[src/rtl/smoldvi_timing_pkg.sv]
// SmolDVI timing: shared axis state encoding, 640x480@60 defaults,
// and sizing helpers for the per-axis counters.
package smoldvi_timing_pkg;

   localparam logic [1:0] AX_SYNC   = 2'd0;
   localparam logic [1:0] AX_BACK   = 2'd1;
   localparam logic [1:0] AX_ACTIVE = 2'd2;
   localparam logic [1:0] AX_FRONT  = 2'd3;

   localparam int DEF_H_ACTIVE = 640;
   localparam int DEF_H_FRONT  = 16;
   localparam int DEF_H_SYNC   = 96;
   localparam int DEF_H_BACK   = 48;
   localparam int DEF_V_ACTIVE = 480;
   localparam int DEF_V_FRONT  = 10;
   localparam int DEF_V_SYNC   = 2;
   localparam int DEF_V_BACK   = 33;

   function automatic int axis_total(input int a, input int b,
                                     input int c, input int d);
      return a + b + c + d;
   endfunction

   // Narrowest counter holding 0..longest-1; never below one bit.
   function automatic int axis_cnt_w(input int a, input int b,
                                     input int c, input int d);
      int m;
      m = a;
      if (b > m) m = b;
      if (c > m) m = c;
      if (d > m) m = d;
      return (m < 2) ? 1 : $clog2(m);
   endfunction

endpackage

[src/rtl/smoldvi_timing_axis.sv]
// One timing axis: SYNC -> BACK -> ACTIVE -> FRONT state with a
// count inside the current state; advances only when adv is high.
module smoldvi_timing_axis
   import smoldvi_timing_pkg::*;
#(
   parameter int L_SYNC   = 1,
   parameter int L_BACK   = 1,
   parameter int L_ACTIVE = 1,
   parameter int L_FRONT  = 1,
   parameter int W        = axis_cnt_w(L_SYNC, L_BACK, L_ACTIVE, L_FRONT)
) (
   input  logic         clk,
   input  logic         rst,
   input  logic         clr,
   input  logic         adv,
   output logic [1:0]   state,
   output logic [W-1:0] count,
   output logic         last_of_axis
);

   logic [W-1:0] lim;
   logic         at_end;

   always_comb begin
      lim = W'(L_SYNC - 1);
      unique case (state)
         AX_BACK:   lim = W'(L_BACK - 1);
         AX_ACTIVE: lim = W'(L_ACTIVE - 1);
         AX_FRONT:  lim = W'(L_FRONT - 1);
         default:   lim = W'(L_SYNC - 1);
      endcase
   end

   assign at_end       = (count == lim);
   assign last_of_axis = (state == AX_FRONT) && at_end;

   always_ff @(posedge clk) begin
      if (rst || clr) begin
         state <= AX_SYNC;
         count <= '0;
      end else if (adv) begin
         if (at_end) begin
            state <= state + 2'd1;
            count <= '0;
         end else begin
            count <= count + 1'b1;
         end
      end
   end

endmodule

[src/rtl/smoldvi_timing.sv]
// SmolDVI pixel-clock timing generator: registered sync/den outputs
// plus a pixel request with coordinates one cycle ahead of den.
module smoldvi_timing
   import smoldvi_timing_pkg::*;
#(
   parameter int H_ACTIVE = DEF_H_ACTIVE,
   parameter int H_FRONT  = DEF_H_FRONT,
   parameter int H_SYNC   = DEF_H_SYNC,
   parameter int H_BACK   = DEF_H_BACK,
   parameter int V_ACTIVE = DEF_V_ACTIVE,
   parameter int V_FRONT  = DEF_V_FRONT,
   parameter int V_SYNC   = DEF_V_SYNC,
   parameter int V_BACK   = DEF_V_BACK,
   parameter bit H_POL    = 1'b0,
   parameter bit V_POL    = 1'b0,
   parameter int W_X      = 10,
   parameter int W_Y      = 10
) (
   input  logic           clk,
   input  logic           rst,
   input  logic           en,
   output logic           hsync,
   output logic           vsync,
   output logic           den,
   output logic           pix_req,
   output logic [W_X-1:0] x,
   output logic [W_Y-1:0] y,
   output logic           frame_start
);

   localparam int WH = axis_cnt_w(H_SYNC, H_BACK, H_ACTIVE, H_FRONT);
   localparam int WV = axis_cnt_w(V_SYNC, V_BACK, V_ACTIVE, V_FRONT);

   if (H_ACTIVE < 1 || H_FRONT < 1 || H_SYNC < 1 || H_BACK < 1 ||
       V_ACTIVE < 1 || V_FRONT < 1 || V_SYNC < 1 || V_BACK < 1)
   begin : g_bad_len
      $error("smoldvi_timing: every porch/sync/active length must be >= 1");
   end

   if ((64'd1 << W_X) < 64'(H_ACTIVE) || (64'd1 << W_Y) < 64'(V_ACTIVE))
   begin : g_bad_w
      $error("smoldvi_timing: W_X/W_Y too narrow for the active area");
   end

   logic [1:0]    h_st;
   logic [1:0]    v_st;
   logic [WH-1:0] h_cnt;
   logic [WV-1:0] v_cnt;
   logic          h_last;
   logic          v_wrap_unused;
   logic          clr;

   assign clr = ~en;

   smoldvi_timing_axis #(
      .L_SYNC   (H_SYNC),
      .L_BACK   (H_BACK),
      .L_ACTIVE (H_ACTIVE),
      .L_FRONT  (H_FRONT),
      .W        (WH)
   ) u_h (
      .clk          (clk),
      .rst          (rst),
      .clr          (clr),
      .adv          (1'b1),
      .state        (h_st),
      .count        (h_cnt),
      .last_of_axis (h_last)
   );

   smoldvi_timing_axis #(
      .L_SYNC   (V_SYNC),
      .L_BACK   (V_BACK),
      .L_ACTIVE (V_ACTIVE),
      .L_FRONT  (V_FRONT),
      .W        (WV)
   ) u_v (
      .clk          (clk),
      .rst          (rst),
      .clr          (clr),
      .adv          (h_last),
      .state        (v_st),
      .count        (v_cnt),
      .last_of_axis (v_wrap_unused)
   );

   logic           h_nxt_act;
   logic           nxt_act;
   logic           at_origin;
   logic [W_X-1:0] nxt_x;
   logic [W_Y-1:0] cur_y;

   // The next h position can only be active without a line wrap,
   // so the v axis keeps its current line for the request.
   assign h_nxt_act = (h_st == AX_ACTIVE && h_cnt != WH'(H_ACTIVE - 1)) ||
                      (h_st == AX_BACK && h_cnt == WH'(H_BACK - 1));
   assign nxt_act   = h_nxt_act && (v_st == AX_ACTIVE);
   assign nxt_x     = (h_st == AX_ACTIVE) ? W_X'(h_cnt) + 1'b1 : '0;
   assign cur_y     = W_Y'(v_cnt);
   assign at_origin = (h_st == AX_SYNC) && (h_cnt == '0) &&
                      (v_st == AX_SYNC) && (v_cnt == '0);

   always_ff @(posedge clk) begin
      if (rst || !en) begin
         hsync       <= ~H_POL;
         vsync       <= ~V_POL;
         den         <= 1'b0;
         pix_req     <= 1'b0;
         x           <= '0;
         y           <= '0;
         frame_start <= 1'b0;
      end else begin
         hsync       <= (h_st == AX_SYNC) ? H_POL : ~H_POL;
         vsync       <= (v_st == AX_SYNC) ? V_POL : ~V_POL;
         den         <= pix_req;
         pix_req     <= nxt_act;
         x           <= nxt_act ? nxt_x : '0;
         y           <= nxt_act ? cur_y : '0;
         frame_start <= at_origin;
      end
   end

endmodule

[config.mk]
export PLATFORM = sky130hd
export DESIGN_NAME = smoldvi_timing
export DESIGN_NICKNAME = d
export VERILOG_FILES = /design/src/rtl/smoldvi_timing_pkg.sv /design/src/rtl/smoldvi_timing_axis.sv /design/src/rtl/smoldvi_timing.sv
export SDC_FILE = /design/constraint.sdc
export NUM_CORES = 1
export LEC_CHECK = 0
export CAP_MARGIN = 40
export CORE_MARGIN = 4
export CORE_UTILIZATION = 55
export CTS_BUF_LIST = sky130_fd_sc_hd__clkbuf_8
export DETAILED_ROUTE_END_ITERATION = 6
export GPL_TIMING_DRIVEN = 0
export PLACE_DENSITY = 0.8
export SYNTH_ARGS = -nofsm -noshare
export SYNTH_HDL_FRONTEND = slang
export SYNTH_SLANG_ARGS = --single-unit
[constraint.sdc]
create_clock -name clk -period 2.78 [get_ports clk]
set_input_delay 0.556 -clock clk [delete_from_list [all_inputs] [get_ports clk]]
set_output_delay 0.556 -clock clk [all_outputs]
set_load 0.05 [all_outputs]
Word level (Yosys, flattened, before mapping):

Index checks and enable logic that the tools add are counted.

* word-level logic and storage cells: 53
* register bits after elaboration: 48
* bits of input ports: 3
* output and inout bits: 25

* equality and inequality tests: 10
* $add $sub $neg: 4
* muxes and demuxes: 5
* bitwise logic cells: 3
* reductions and logical operators: 19

Operators with widths (count)
* 10-bit case mux with 3 select lines: 1
* 9-bit case mux with 3 select lines: 1
* 10-bit by 1-bit adder with 10-bit output (second input constant): 1
* 10-bit equality test: 1
* 10-bit by 6-bit equality test with 1-bit output (second input constant): 1
* 10-bit zero test: 1
* 10-bit inequality test (second input constant): 1
* 9-bit by 1-bit adder with 9-bit output (second input constant): 1
* 9-bit equality test: 1
* 9-bit zero test: 1
* 9-bit two-way mux: 1
* 2-bit equality test (second input constant): 4
* 1-bit logical AND: 7
* 2-bit by 1-bit adder with 2-bit output (second input constant): 2
* 2-bit by 1-bit equality test with 1-bit output (second input constant): 2
* 2-bit zero test: 2
* 2-bit OR reduction: 2
* 1-bit logical OR: 3
* 1-bit NOT: 3
* 3-bit OR reduction: 1
* 1-bit two-way mux: 2
* 2-bit AND reduction: 1
* 1-bit zero test: 1

Logic depth before layout (Yosys ltp):

* word-level depth: 6
* gate-level depth with buffers: 7
* mapped depth without buffers: 7

Modules after synthesis:

From an unflattened synthesis, not the netlist that was laid out.

* cell total of the unflattened synthesis: 248
* area, all modules: 2292.2 um2

By module, submodules not included
* smoldvi_timing: area an instance 997.2 um2, seq. area each 480.5 um2, times used 1, cells an instance 102
* smoldvi_timing_axis (u_v): area an instance 670.6 um2, seq. area each 220.2 um2, times used 1, cells an instance 80
* smoldvi_timing_axis (u_h): area an instance 624.3 um2, seq. area each 240.2 um2, times used 1, cells an instance 66

Worst setup path after synthesis:

Ideal clock, no wire load.

* path kind: register -> register
* start point: register u_h.state[0]
* end point: register u_v.count[8]
* arrival time: 1.923 ns
* buffers on the path: 0
* path slack: 0.778 ns
* stages on the path, launching flop included: 8
* period minus slack after synthesis: 2.002 ns
* library setup time: 0.080 ns
* required time: 2.700 ns
* cells stage by stage: dfxtp_1 inv_1 ha_1 xnor2_1 nand3_1 a2111oi_4 or3b_1 a211oi_2

* word-level cells in the longest chain between the ends: 4
* elaborated cells on any way between the ends: 6
* those cells by class: 4 x eq/ne; 1 x mux; 1 x reduce/logical

Ends and longest elaborated chain
* start, declared: line smoldvi_timing_axis.sv:16 `output logic [1:0] state,`
* start signal, assigned: line smoldvi_timing_axis.sv:43 `state <= state + 2'd1;`
* 2-bit equality test (tied with other cells): line smoldvi_timing_axis.sv:26, smoldvi_timing_axis.sv:35
* 10-bit case mux with 3 select lines: line smoldvi_timing_axis.sv:26 `unique case (state)`
* 10-bit equality test: line smoldvi_timing_axis.sv:34 `assign at_end = (count == lim);`
* 1-bit logical AND (*): line smoldvi_timing_axis.sv:35 `assign last_of_axis = (state == AX_FRONT) && at_end;`
* end signal, assigned: line smoldvi_timing_axis.sv:46 `count <= count + 1'b1;`
* end, declared: line smoldvi_timing_axis.sv:17 `output logic [W-1:0] count,`

Mark *: on every way between the ends. The rest lies on a longest branch, timed or not.
A chain may end at the register's enable or synchronous reset.

Final worst setup path:

* start point: register u_h.state[0]
* end point: register u_v.count[5]

The elaborated chain is that of the path after synthesis.

==> results.toml <==
[run_status]
status = "finished clean"

[cts]
clk_pin_slew_worst_paths_ns = 0.09
cts_setup_buffers = 0
cts_tree = "yes"
post_cts_resized = 0
cts_made_buffers = 5
htree_levels = 2
clockBufferDepth = 2
cts.hold.buffers_added = 0
root_buffer = "clkbuf_8"
clkSinkCount = 47
clkLatencyLatePin_ns = 0.30

[sta]
setup_violations = 0
final-hold-violation-count = 0
rsz0062_at_grt = "no"
drv_slew = 0
skew_ns = 0.00761
tns_ns = 0
whs_ns = 0.471
tightest_slew_ns = 0.588
finalCritPeriodShare_pct = 86.4
max_freq_mhz = 416
slew_headroom_pct = 60.8
min_period_ns = 2.40

[final_layout]
fillers = 293
n_antenna_cell = 0
fin_nets = 269
syn_to_final_growth_pct = 19.7
drive_gt1_share_pct = 10.6

[die]
die_h_um = 69.6
num_io_pins = 28
rows = 22
dieWidth_um = 69.6
initial_core_util_pct = 57.0
core-area_um2 = 3660
dieArea_um2 = 4840

[power_and_ir_drop]
powerDensity_nw_per_um2 = 455
peakVddDrop_uv = 229
power_frac_seq_pct = 59.7
netSwitchingPower_mw = 0.267
power_frac_clock_pct = 36.7
comb_power_share_pct = 3.5
p_sw_share_pct = 23.5
power_leakage_nw = 0.894
p_int_mw = 0.869

[global_route]
top_usage_layer = "met2"
gr-usage-all-layers_pct = 18.1
met1_usage_pct = 23.1
antenna_found_initial = 0
grtUsageMet3_pct = 3.33
grt_pass1_wl_um = 7110
grt_pass1_vias = 1599
globalRouteMet2Util_pct = 29.0
overflow = 0
grt_max_degree = 17

[flow_run]
maxCapViolCount = 0

[placed_design]
io_buffers = 26
place.gp.congestion = 0.913
dp_hpwl_um = 3010

[routing]
avgRoutedWirePerCell_um = 13.8
drc = 0
via_per_inst = 5.63
vias = 1700
drtAntennaViolNets = 0
dr.first_iter.drc_count = 145
first_pass_iters = 4
wl_um = 4170

[yosys]
syn_avg_cell_area_um2 = 9.48
synth_edf_count = 0
yosysSeqAreaShare_pct = 45.1
synth_cell_types = 53
ys_seq_elements = 47
syn-num-nets = 236
ys.flop_type = "dfxtp_1"
syn_inst = 220
syn_area_um2 = 2090
async_flop_share_pct = 0
ys_warn_count = 0

[setup_path]
arrival_ns = 2.60
crit_path_end_kind = "flop"
critPathLaunchType = "flop"
r2r_cells = 7
path_class = "flop to flop"
cp_data_required_time_ns = 2.98
crit_fanout = 7

[hold_path]
hp-class = "flop to flop"
min_delay_path_depth = 1
==> placed cells by master, fill, tap and decap left out, drive strengths merged, types with 2 or more instances in the layout <==
cell	count
o41ai	3
o22a	2
or3b	2
clkbuf	10
nor3	5
inv	11
o21ai	4
xnor2	6
and3	4
buf	4
clkinv	2
nand3	10
a2bb2oi	2
nor2b	2
nand2	18
nor2	29
nor4b	3
a21oi	4
clkdlybuf4s50	26
ha	13
nand4	5
nand3b	3
dfxtp	47
and4	2
xor2	5
a41oi	2
or4	2
a2111oi	2
and2	10
==> state kept, by name (all words and copies together) (netlist names), 2 cells and up <==
register / cells
u_v.state: 2
x: 10
u_v.count: 9
y: 9
u_h.count: 10
u_h.state: 2
==> critical path: stages (launching register included) <==
cell and delay (ns):
dfxtp_1 0.41, inv_1 0.10, ha_1 0.34, xnor2_1 0.22, nand4_1 0.13, a21oi_1 0.49
nand2_1 0.30, o41ai_1 0.31
==> worst paths after layout <==
kind / to / slack [ns] / start
hold reg to reg: den$_SDFF_PP0_ / 0.47 / pix_req$_SDFF_PP0_
setup reg to reg: u_v.count[5]$_SDFFE_PP0P_ / 0.38 / u_h.state[0]$_SDFFE_PP0N_
setup / recovery: u_v.count[5]$_SDFFE_PP0P_ / 0.38 / u_h.state[0]$_SDFFE_PP0N_
hold / removal: den$_SDFF_PP0_ / 0.47 / pix_req$_SDFF_PP0_
==> area by class of cell <==
| class | count | area (um^2) | area share [%] |
|---|---|---|---|
| tap | 48 | 60.1 | 2.40 |
| multi-input combinational | 154 | 1060 | 42.4 |
| sequential | 47 | 941 | 37.7 |
| buffer | 9 | 47.5 | 1.90 |
| timing repair buffer | 26 | 260 | 10.4 |
| clock buffer | 5 | 68.8 | 2.76 |
| inverter | 10 | 37.5 | 1.50 |
| clock inverter | 3 | 22.5 | 0.902 |
==> synth_stat cells (all sizes together) (2+ instances only) <==
library cell | count | area, um^2
dfxtp | 47 | 941
nor2 | 29 | 109
nand2 | 18 | 67.6
ha | 13 | 163
and2 | 10 | 65.1
inv | 10 | 37.5
nand3 | 10 | 50.1
xnor2 | 6 | 52.6
clkbuf | 5 | 18.8
nand4 | 5 | 31.3
nor3 | 5 | 25.0
xor2 | 5 | 43.8
a21oi | 4 | 23.8
and3 | 4 | 26.3
buf | 4 | 28.8
o21ai | 4 | 23.8
nand3b | 3 | 22.5
nor4b | 3 | 41.3
o41ai | 3 | 26.3
a2111oi | 2 | 36.3
a2bb2oi | 2 | 17.5
a41oi | 2 | 17.5
and4 | 2 | 17.5
nor2b | 2 | 12.5
o22a | 2 | 20.0
or3b | 2 | 17.5
or4 | 2 | 18.8
==> layer usage <==
metal / vias up / share of wire, %
li1: 823 / -
met3: 6 / 6.0
met2: 66 / 47
met4: 0 / 1.6
met1: 805 / 45
met5: - / 0
==> cell families after synthesis <==
logic type	after synthesis	share of synthesized area, %
simple gates	100	25.7
flops	47	45.1
compound gates	28	12.0
buf+inv	19	4.08
fa+ha+maj	13	7.80
xor+xnor	11	4.62
other cells	1	0.180
mux	1	0.480
==> metrics by stage <==
stage,instances,util (%),power (mW),worst slack (ns),instance area (um^2)
6_report,302,68.2,1.14,0.378,2500
5_1_grt,302,68.2,1.18,0.143,2500
4_1_cts,302,68.2,1.14,0.412,2500
3_5_place_dp,294,65.7,0.734,0.111,2410
3_3_place_gp,294,65.7,0.734,0.185,2410
2_1_floorplan,220,-,0.720,0.778,2090
==> power by group through the flow <==
| stage | clock network [mW] | logic [mW] | registers (mW) |
|---|---|---|---|
| 4_1_cts | 0.424 | 0.0398 | 0.679 |
| 3_3_place_gp | 0 | 0.0391 | 0.694 |
| 5_1_grt | 0.454 | 0.0431 | 0.679 |
| 2_1_floorplan | 0 | 0.0173 | 0.703 |
| 6_report | 0.417 | 0.0400 | 0.679 |
| 3_5_place_dp | 0 | 0.0395 | 0.695 |
Note: power is estimated with default switching activity, not from simulation.
